<file path="src/rtl/flash_playback_controller.sv">
// Flash audio playback sequencer: owns the play/pause state, direction, flash word
// address and the sample-rate tick that paces read requests to the flash reader.
module flash_playback_controller #(
  parameter int unsigned       ADDR_W      = 23,
  parameter logic [ADDR_W-1:0] START_ADDR  = 23'd0,
  parameter logic [ADDR_W-1:0] END_ADDR    = 23'h7FFFF,
  parameter logic [15:0]       DIV_DEFAULT = 16'd1136,
  parameter logic [15:0]       DIV_STEP    = 16'd32,
  parameter logic [15:0]       DIV_MIN     = 16'd256,
  parameter logic [15:0]       DIV_MAX     = 16'd4095
) (
  input  logic              clk,
  input  logic              reset,
  input  logic              kbd_valid,
  input  logic [2:0]        kbd_cmd,
  input  logic              address_change,
  output logic              pause,
  output logic              startsamplenow,
  output logic [ADDR_W-1:0] flsh_address,
  output logic              direction,
  output logic [15:0]       divisor,
  output logic              overrun
);

  typedef enum logic [0:0] {
    ST_PLAYING = 1'b0,
    ST_PAUSED  = 1'b1
  } state_e;

  localparam logic [2:0] CMD_PLAY    = 3'd0;
  localparam logic [2:0] CMD_PAUSE   = 3'd1;
  localparam logic [2:0] CMD_FWD     = 3'd2;
  localparam logic [2:0] CMD_BWD     = 3'd3;
  localparam logic [2:0] CMD_RESTART = 3'd4;
  localparam logic [2:0] CMD_FASTER  = 3'd5;
  localparam logic [2:0] CMD_SLOWER  = 3'd6;
  localparam logic [2:0] CMD_SPDRST  = 3'd7;
  localparam logic [ADDR_W-1:0] ADDR_ONE = {{(ADDR_W-1){1'b0}}, 1'b1};

  state_e            state_q, state_d;
  logic              pause_q, pause_d;
  logic              start_q, start_d;
  logic [ADDR_W-1:0] addr_q, addr_d;
  logic              dir_q, dir_d;
  logic [15:0]       div_q, div_d;
  logic [15:0]       cnt_q, cnt_d;
  logic              outst_q, outst_d;
  logic              ovr_q, ovr_d;

  logic              restart_s;
  logic              pause_cmd_s;
  logic              tick_s;
  logic              outst_left_s;
  logic [ADDR_W-1:0] addr_step_s;
  logic [16:0]       div_up_s;
  logic [15:0]       div_faster_s;
  logic [15:0]       div_slower_s;

  // Command decode, tick detection, wrapped address step and saturated divisor values.
  always_comb begin
    restart_s    = kbd_valid && (kbd_cmd == CMD_RESTART);
    pause_cmd_s  = kbd_valid && (kbd_cmd == CMD_PAUSE);
    tick_s       = (state_q == ST_PLAYING) && !pause_cmd_s && !restart_s &&
                   (cnt_q >= (div_q - 16'd1));
    // an acknowledge in the same cycle frees the slot before the tick looks at it
    outst_left_s = outst_q && !address_change;
    div_up_s     = {1'b0, div_q} + {1'b0, DIV_STEP};
    if (div_up_s > {1'b0, DIV_MAX}) begin
      div_slower_s = DIV_MAX;
    end else begin
      div_slower_s = div_up_s[15:0];
    end
    if ({1'b0, div_q} >= ({1'b0, DIV_MIN} + {1'b0, DIV_STEP})) begin
      div_faster_s = div_q - DIV_STEP;
    end else begin
      div_faster_s = DIV_MIN;
    end
    if (dir_q) begin
      if (addr_q == START_ADDR) begin
        addr_step_s = END_ADDR;
      end else begin
        addr_step_s = addr_q - ADDR_ONE;
      end
    end else begin
      if (addr_q == END_ADDR) begin
        addr_step_s = START_ADDR;
      end else begin
        addr_step_s = addr_q + ADDR_ONE;
      end
    end
  end

  // Next-state logic for the play/pause FSM, address, divisor and sample handshake.
  always_comb begin
    state_d = state_q;
    dir_d   = dir_q;
    div_d   = div_q;
    if (kbd_valid) begin
      case (kbd_cmd)
        CMD_PLAY:   state_d = ST_PLAYING;
        CMD_PAUSE:  state_d = ST_PAUSED;
        CMD_FWD:    dir_d   = 1'b0;
        CMD_BWD:    dir_d   = 1'b1;
        CMD_FASTER: div_d   = div_faster_s;
        CMD_SLOWER: div_d   = div_slower_s;
        CMD_SPDRST: div_d   = DIV_DEFAULT;
        default: begin
          state_d = state_q;
          dir_d   = dir_q;
          div_d   = div_q;
        end
      endcase
    end else begin
      state_d = state_q;
    end
    pause_d = (state_d == ST_PAUSED);

    if (restart_s || tick_s || (state_d == ST_PAUSED) || (state_q == ST_PAUSED)) begin
      cnt_d = 16'd0;
    end else begin
      cnt_d = cnt_q + 16'd1;
    end

    if (restart_s) begin
      outst_d = 1'b0;
      ovr_d   = 1'b0;
      start_d = 1'b0;
    end else if (tick_s) begin
      outst_d = 1'b1;
      ovr_d   = ovr_q | outst_left_s;
      start_d = !outst_left_s;
    end else begin
      outst_d = outst_left_s;
      ovr_d   = ovr_q;
      start_d = 1'b0;
    end

    // restart outranks a concurrent acknowledge; the step uses the pre-command direction
    if (restart_s) begin
      if (dir_q) begin
        addr_d = END_ADDR;
      end else begin
        addr_d = START_ADDR;
      end
    end else if (address_change) begin
      addr_d = addr_step_s;
    end else begin
      addr_d = addr_q;
    end
  end

  // State and output registers with synchronous reset.
  always_ff @(posedge clk) begin
    if (reset) begin
      state_q <= ST_PLAYING;
      pause_q <= 1'b0;
      start_q <= 1'b0;
      addr_q  <= START_ADDR;
      dir_q   <= 1'b0;
      div_q   <= DIV_DEFAULT;
      cnt_q   <= 16'd0;
      outst_q <= 1'b0;
      ovr_q   <= 1'b0;
    end else begin
      state_q <= state_d;
      pause_q <= pause_d;
      start_q <= start_d;
      addr_q  <= addr_d;
      dir_q   <= dir_d;
      div_q   <= div_d;
      cnt_q   <= cnt_d;
      outst_q <= outst_d;
      ovr_q   <= ovr_d;
    end
  end

  assign pause          = pause_q;
  assign startsamplenow = start_q;
  assign flsh_address   = addr_q;
  assign direction      = dir_q;
  assign divisor        = div_q;
  assign overrun        = ovr_q;

endmodule

</file>
<file path="config.mk">
export PLATFORM = sky130hd
export DESIGN_NAME = flash_playback_controller
export DESIGN_NICKNAME = d
export VERILOG_FILES = /design/src/rtl/flash_playback_controller.sv
export SDC_FILE = /design/constraint.sdc
export NUM_CORES = 1
export LEC_CHECK = 0
export ABC_CLOCK_PERIOD_IN_PS = 3750
export CORE_ASPECT_RATIO = 2
export CORE_MARGIN = 8
export CORE_UTILIZATION = 58
export CTS_CLUSTER_SIZE = 28
export DETAILED_ROUTE_END_ITERATION = 12
export MAX_ROUTING_LAYER = met4
export PLACE_DENSITY = 0.79
export SYNTH_ARGS = -nofsm -noshare
export SYNTH_HDL_FRONTEND = slang
export SYNTH_SLANG_ARGS = --single-unit
</file>
<file path="constraint.sdc">
create_clock -name clk -period 3.75 [get_ports clk]
set_clock_uncertainty 0.1 [all_clocks]
set_input_delay 0.75 -clock clk [delete_from_list [all_inputs] [get_ports clk]]
set_output_delay 0.75 -clock clk [all_outputs]
set_load 0.01 [all_outputs]
</file>
# Word-level counts from Yosys, hierarchy flattened
# Cells that the tools add are included.
[op_classes]
add_sub_neg = 6
n_lt_le_gt_ge = 3
n_eq_ne = 8
mux = 13
n_bitwise = 3
reduce_logical = 23
[op_table]
columns = ["cell", "n"]
rows = [
  ["23-bit 2-to-1 mux", 5],
  ["16-bit case mux with 3 select lines", 1],
  ["16-bit 2-to-1 mux", 2],
  ["23-bit by 1-bit adder with 23-bit output, second input constant", 1],
  ["23-bit by 19-bit == test with 1-bit output, second input constant", 1],
  ["23-bit logical NOT", 1],
  ["23-bit by 1-bit subtractor with 23-bit output, second input constant", 1],
  ["19-bit 2-to-1 mux", 1],
  ["16-bit by 6-bit adder with 17-bit output, second input constant", 1],
  ["17-bit by 12-bit > comparator with 1-bit output, second input constant", 1],
  ["16-bit by 1-bit adder with 16-bit output, second input constant", 1],
  ["16-bit >= comparator", 1],
  ["16-bit by 9-bit >= comparator with 1-bit output, second input constant", 1],
  ["16-bit by 1-bit subtractor with 16-bit output, second input constant", 1],
  ["16-bit by 6-bit subtractor with 16-bit output, second input constant", 1],
  ["3-bit == test, second input constant", 4],
  ["3-bit by 2-bit == test with 1-bit output, second input constant", 2],
  ["1-bit logical AND", 6],
  ["1-bit logical NOT", 4],
  ["1-bit case mux with 2 select lines", 2],
  ["2-bit AND reduction", 2],
  ["2-bit nonzero test", 2],
  ["2-bit OR reduction", 2],
  ["3-bit by 1-bit == test with 1-bit output, second input constant", 1],
  ["7 further kinds", 11],
]
[word_totals]
register_bits = 60
word_cells = 64

# Logic depth before layout (Yosys ltp)
# Gate-level depths: netlist of the first run.
[depth]
ltp_word = 10
ltp_mapped = 14

# Worst setup path after synthesis of the first run
# No wires, ideal clock.
[synth_path]
kind = "flip-flop to flip-flop"
from = "reg div_q[7], in the netlist divisor[7]"
to = "reg cnt_q[10]"
setup_time_ns = 0.065
t_arrival_ns = 3.052
required_ns = 3.585
path_slack_ns = 0.533
stages_incl_launch_ff = 14
period_less_slack_ns = 3.217
cell_sequence = "dfxtp_1 buf_2 nor4_2 nor2b_1 and3b_1 nand2_1 xor2_1 ha_1 and2_1 a221o_1 nand3_1 nand4b_1 clkbuf_1 nor2_1"
[synth_via]
elab_chain_len = 7
[synth_lines]
columns = ["item", "line", "rtl"]
rows = [
  ["start: declaration", "45", "logic [15:0] div_q, div_d;"],
  ["start signal: assignment", "170", "div_q <= div_d;"],
  ["16-bit by 1-bit subtractor with 16-bit output", "64", "(cnt_q >= (div_q - 16'd1));"],
  ["16-bit >= comparator", "64", ""],
  ["1-bit logical AND", "63", "tick_s = (state_q == ST_PLAYING) && !pause_cmd_s && !restart_s &&"],
  ["1-bit logical OR (3 in series)", "118", "if (restart_s || tick_s || (state_d == ST_PAUSED) || (state_q == ST_PAUSED)) begin"],
  ["2-bit OR reduction (no source line)", "n/a", ""],
  ["end signal: assignment", "171", "cnt_q <= cnt_d;"],
  ["end: declaration", "46", "logic [15:0] cnt_q, cnt_d;"],
]
# Every way passes these cells.
# A chain may end at the register's enable or synchronous reset.

# Final worst setup path of the first run
[layout_path]
from = "reg div_q[5], in the netlist divisor[5]"
to = "reg cnt_q[2]"
# The elaborated chain is that of the path after synthesis.

==> results of run 1 <==
==> cells in the final DEF (no fill, tap or decap), drive strengths merged, types with 6 or more instances in the layout <==
| cell type | Yosys | final |
|---|---|---|
| nor4 | 21 | 21 |
| nand2b | 9 | 9 |
| nor2 | 66 | 66 |
| buf | 27 | 19 |
| and3 | 8 | 8 |
| clkbuf | 20 | 10 |
| nor3 | 23 | 23 |
| xnor2 | 16 | 16 |
| o21ai | 34 | 34 |
| ha | 24 | 24 |
| clkdlybuf4s50 | 0 | 49 |
| nand3 | 33 | 33 |
| nand4 | 15 | 15 |
| nand2 | 48 | 48 |
| o21a | 6 | 6 |
| a31oi | 13 | 13 |
| inv | 17 | 17 |
| dfxtp | 57 | 57 |
| a211oi | 9 | 9 |
| a21oi | 42 | 42 |
| xor2 | 20 | 20 |
==> worst max-delay path, stage by stage, from the launching register on <==
cell and delay (ns):
dfxtp_1 0.55, inv_1 0.22, ha_1 0.32, a21boi_0 0.41
nand2_1 0.12, xor2_1 0.17, ha_1 0.32, a21oi_1 0.17
o21ai_0 0.12, a221o_1 0.33, nand3_1 0.12, nand4b_1 0.13
buf_4 0.23, nor2_1 0.12
==> cell families (layout without fill, tap and decap cells) <==
kind of cell	after synthesis	in the layout	share of synthesized area
compound gates	162	162	0.237
xor+xnor	36	36	0.0677
fa+ha+maj	24	24	0.0644
buf+inv	65	102	0.0639
flops	57	57	0.245
mux	6	6	0.0134
simple gates	259	259	0.309
==> path summary, 6_finish.rpt <==
kind / startpoint / endpoint / cells after the start
worst max-delay path: divisor[5]$_SDFFE_PP1P_ / cnt_q[2]$_SDFF_PP0_ / 13
worst min-delay path: outst_q$_SDFF_PP0_ / startsamplenow$_SDFF_PP0_ / 1
worst max register to register: divisor[5]$_SDFFE_PP1P_ / cnt_q[2]$_SDFF_PP0_ / 13
worst min register to register: outst_q$_SDFF_PP0_ / startsamplenow$_SDFF_PP0_ / 1
==> report_power, final <==
part	switching, mW	total [mW]	leakage (nW)	internal, mW
Sequential	0.0577	0.688	0.462	0.630
Combinational	0.347	0.573	1.39	0.225
Clock	0.303	0.744	0.128	0.441
Total	0.708	2.01	1.98	1.30
==> sequential cells by signal (all words and copies together) (netlist names) <==
signal          cells
flsh_address       23
cnt_q              16
divisor            13
direction           1
outst_q             1
overrun             1
pause               1
startsamplenow      1
==> per-layer routing <==
layer  vias to the layer above  GRT usage  wire length (um)  share of wire
met5                         -          -                 0              0
met2                       260      0.556              8930           0.54
met4                         0      0.244              1370          0.082
met3                        98     0.0472               815          0.049
met1                      2393      0.263              5550           0.33
li1                       2315          -                 -              -
==> layout make-up <==
cell class,count,area [um^2]
clock inverter,6,35.0
clock buffer,10,229
inverter,18,67.6
multi-input combinational,487,3220
timing repair buffer,68,633
sequential,57,1140
fill,703,2440
tap,96,120
==> stage by stage <==
stage | cell area (um^2) | setup slack (ns)
2_1_floorplan | 4660 | 0.533
3_3_place_gp | 5180 | 0.551
3_5_place_dp | 5180 | 0.399
4_1_cts | 5450 | 0.336
5_1_grt | 5450 | 0.124
6_report | 5450 | 0.261
==> summary.txt, run 1 <==
Synth
  • Mapped Area: 4660 um^2
  • Netlist cell types: 84
  • Mapped Nets: 640
  • Mapped Cells: 609
  • Commonest cells in the netlist: 65 x nor2_1, 57 x dfxtp_1, 47 x nand2_1
  • Sequential fraction of the synthesis area: 0.245
  • Post-synth top area cell: dfxtp_1
  • Top cells by area, synth: dfxtp_1 24%, ha_1 6.4%, nor2_1 5.2%
  • Ys flop type: dfxtp_1
  • Post-synth EDFFs: 0
  • Synth Register Bits: 57
  • Syn_area_per_cell: 7.65 um^2
  • Share of the synthesized area in the top cell type: 0.245
  • Async set-reset flop share out of synthesis: 0
  • Yosys warning total: 0
  • Count leader, synth: nor2_1

Place
  • DP Cell Count: 726
  • Port bufs: 49
  • Dpl hpwl: 12300 um
  • RD Place Congestion: 0.991

Route
  • Wire per inst: 22.4 um
  • Drt initial violations: 338
  • Final wirelength: 16700 um
  • DR vias: 5066
  • Post-route DRC: 0
  • Via/cell ratio: 6.83
  • Drt pass-1 iters: 5
  • Final ANT Viol Nets: 0

Timing
  • Final setup viols: 0
  • Tcrit/Tclk final: 0.930
  • Slew margin rel.: 0.245
  • Setup_tns: 0 ns
  • Final Hold Fails: 0
  • FMAX: 0.287 GHz
  • Min Tclk post-route: 3.49 ns
  • Slew @ Worst Pin: 1.13 ns
  • RSZ-0062 raised after global routing: no
  • Fin. max-slew vios: 0
  • Minimum hold slack: 0.353 ns

CTS
  • Clock root cell: clkbuf_16
  • Post-CTS setup buffer count: 0
  • Clock tree buffer depth: 2
  • Post-CTS resize count: 0
  • Clk slew on worst S/H paths: 0.05 ns
  • Worst-Skew Late Latency: 0.33 ns
  • TritonCTS clock tree: built
  • Number of buffers created by CTS: 9
  • H-tree levels: 3
  • CTS sink cnt: 57
  • # hold bufs at CTS: 0

Floorplanning
  • Die area: 11300 um^2
  • # rows: 46
  • IO Pins: 50
  • Core ar.: 7890 um^2
  • Die height: 143 um
  • Starting Density: 0.591
  • Chip width: 79.4 um

Setup path
  • Startpoint Class: flop
  • CP Data Arrival Time: 3.66 ns
  • Critical path endpoint category: flop
  • CP required: 3.92 ns
  • Critical path class: reg2reg
  • R2R setup slack: 0.26 ns
  • Crit Path Max Fanout: 16

Hold path
  • Hold crit path type: reg2reg

Layout
  • Utilization after layout: 0.691
  • Final Non-Filler Cells: 742
  • N_diodes: 0
  • Layout Nets: 672
  • Synth-to-layout area growth: 16.9%
  • Layout cell share with drive strength beyond 1: 0.104

Power and ir drop
  • Pleak: 1.98 nW
  • Maximum VDD drop: 217 uV
  • Final Power: 2.01 mW
  • PwrDens: 368 nW/um^2

Run status
  • Status: finished clean

Global routing
  • First-pass GRT wire length: 26000 um
  • Gr usage total: 0.304
  • Pin count of the biggest net entering global routing: 22
  • Grt ovf: 0
  • Vias in the first global route: 5117
  • Initial antenna violation count: 0

Flow run
  • Max Cap Viol: 0
Note: power is estimated with default switching activity, not from simulation.
==> run 2, diff against run 1 <==
ABC_CLOCK_PERIOD_IN_PS = not set   (was 3750)
CORE_UTILIZATION = 59   (was 58)
CTS_BUF_LIST = sky130_fd_sc_hd__clkbuf_4   (was not set)
PLACE_DENSITY = 0.8   (was 0.79)
==> summary.txt, run 2 (synthesis gave the netlist of run 1 again) <==
Run status
  • Status: finished clean

Setup path
  • R2R setup slack: 0.37 ns
  • Reg2reg start: divisor[5]$_SDFFE_PP1P_
  • Critical path endpoint category: flop
  • Top delay family on crit path: compound AO/OA/AOI/OAI gates
  • Worst-path cell with the longest stage delay: dfxtp_1
  • Crit Path Max Fanout: 16
  • Startpoint Class: flop
  • Worst path max stage delay: 0.58 ns
  • R2r endpoint: cnt_q[12]$_SDFF_PP0_
  • WP buf/inv: 2
  • Reg2Reg Depth: 13
  • Most numerous cell on the critical path: ha_1
  • Critical path class: reg2reg
  • CP required: 4.00 ns
  • CP startpoint: divisor[5]$_SDFFE_PP1P_
  • Worst-path cell chain: inv_1 > ha_1 > a21boi_0 > nand2_1 > xor2_1 > ha_1 > a21oi_1 > o21ai_0 > a221o_1 > nand3_1 > nand4b_1 > buf_4 > nor2b_1
  • Stages on worst setup path: 13
  • CP Data Arrival Time: 3.63 ns
  • Worst setup path endpoint: cnt_q[12]$_SDFF_PP0_

Hold path
  • Hold crit path type: reg2reg

CTS
  • Clock root cell: clkbuf_4
  • Number of buffers created by CTS: 9
  • H-tree levels: 3
  • Clock tree buffer depth: 2
  • Worst-Skew Late Latency: 0.43 ns
  • Clk slew on worst S/H paths: 0.11 ns
  • CTS sink cnt: 57
  • TritonCTS clock tree: built
  • Post-CTS setup buffer count: 0
  • # hold bufs at CTS: 0
  • Post-CTS resize count: 0

Floorplanning
  • Die area: 11200 um^2
  • Chip width: 78.8 um
  • Die height: 142 um
  • IO Pins: 50
  • Starting Density: 0.595
  • # rows: 46
  • Core ar.: 7830 um^2

Timing
  • Final setup viols: 0
  • RSZ-0062 raised after global routing: no
  • Tcrit/Tclk final: 0.901
  • Minimum hold slack: 0.333 ns
  • Min Tclk post-route: 3.38 ns
  • Slew margin rel.: 0.308
  • Final Hold Fails: 0
  • Fin. max-slew vios: 0
  • Slew @ Worst Pin: 1.03 ns
  • Setup_tns: 0 ns
  • FMAX: 0.296 GHz

Global routing
  • Gr usage total: 0.239
  • Vias in the first global route: 4450
  • First-pass GRT wire length: 21400 um
  • Grt ovf: 0
  • Initial antenna violation count: 0
  • Pin count of the biggest net entering global routing: 22

Place
  • RD Place Congestion: 0.958
  • Dpl hpwl: 9410 um
  • Port bufs: 49

Layout
  • Commonest non-fill, non-tap cell in the layout: nor2_1
  • Area of the multi-input gates: 3220 um^2
  • Register Area: 1140 um^2
  • Max FFs per register: 23
  • Layout cell share with drive strength beyond 1: 0.0926
  • Synth-to-layout area growth: 12.8%
  • Fillers: 663
  • Most frequent cells in the layout: 65 x nor2_1, 57 x dfxtp_1, 49 x clkdlybuf4s50_1, 47 x nand2_1, 41 x a21oi_1
  • Layout Nets: 663
  • N_diodes: 0

Route
  • Wire per inst: 17.7 um
  • Final wirelength: 13000 um
  • Final ANT Viol Nets: 0
  • Drt initial violations: 471
  • Drt pass-1 iters: 5
  • DR vias: 4818
  • Post-route DRC: 0
  • Via/cell ratio: 6.57

Power and ir drop
  • PwrDens: 322 nW/um^2
  • Pleak: 1.88 nW
  • Maximum VDD drop: 221 uV

Flow run
  • Max Cap Viol: 0
==> run 2: cell count changes in the layout (fill, tap and decap cells not counted) <==
cell	change
clkbuf_4	+10
buf_4	-9
clkbuf_16	-9
clkinv_2	-3
bufinv_16	+1
clkbuf_1	-1
clkinv_4	+1
inv_6	+1
==> run 2: metrics by stage <==
step	instance area [um^2]	power (mW)	instances	util	setup slack, ns
2_1_floorplan	4660	1.08	609	-	0.533
3_3_place_gp	5110	1.21	717	0.653	0.520
3_5_place_dp	5110	1.22	717	0.653	0.383
4_1_cts	5260	1.69	733	0.672	0.345
5_1_grt	5260	1.78	733	0.672	0.0686
6_report	5260	1.69	733	0.672	0.370
==> run 2: worst min-delay path by stage <==
stage                        from                   endpoint  slack, ns  depth (start not counted)
5_1_grt        outst_q$_SDFF_PP0_  startsamplenow$_SDFF_PP0_       0.36                          1
3_5_place_dp   outst_q$_SDFF_PP0_  startsamplenow$_SDFF_PP0_       0.32                          1
2_1_floorplan  outst_q$_SDFF_PP0_  startsamplenow$_SDFF_PP0_       0.30                          1
4_1_cts        outst_q$_SDFF_PP0_  startsamplenow$_SDFF_PP0_       0.33                          1
6_report       outst_q$_SDFF_PP0_  startsamplenow$_SDFF_PP0_       0.33                          1
3_3_place_gp   outst_q$_SDFF_PP0_  startsamplenow$_SDFF_PP0_       0.31                          1
==> run 2: power by group <==
| part | switching (mW) | total, mW | leakage [nW] | internal, mW |
|---|---|---|---|---|
| clock | 0.265 | 0.477 | 0.0730 | 0.212 |
| combinational | 0.306 | 0.519 | 1.35 | 0.213 |
| sequential | 0.0668 | 0.696 | 0.462 | 0.629 |
==> run 2: layout make-up <==
| cell class | instances | share of cell area |
|---|---|---|
| multi-input cells | 487 | 0.613 |
| flip-flops and latches | 57 | 0.217 |
| clock inverters | 6 | 0.0129 |
| repair buffers | 59 | 0.108 |
| clock buffers | 10 | 0.0143 |
| inverters | 18 | 0.0129 |
| well taps | 96 | 0.0228 |
==> run 2: routing by layer <==
metal	GRT usage	part of all wire	routed length, um	up-vias
met1	0.302	0.43	5540	2195
met3	0.0406	0.080	1040	42
met4	0.112	0.025	320	0
met2	0.361	0.47	6070	280
li1	-	-	-	2301
met5	-	0	0	-
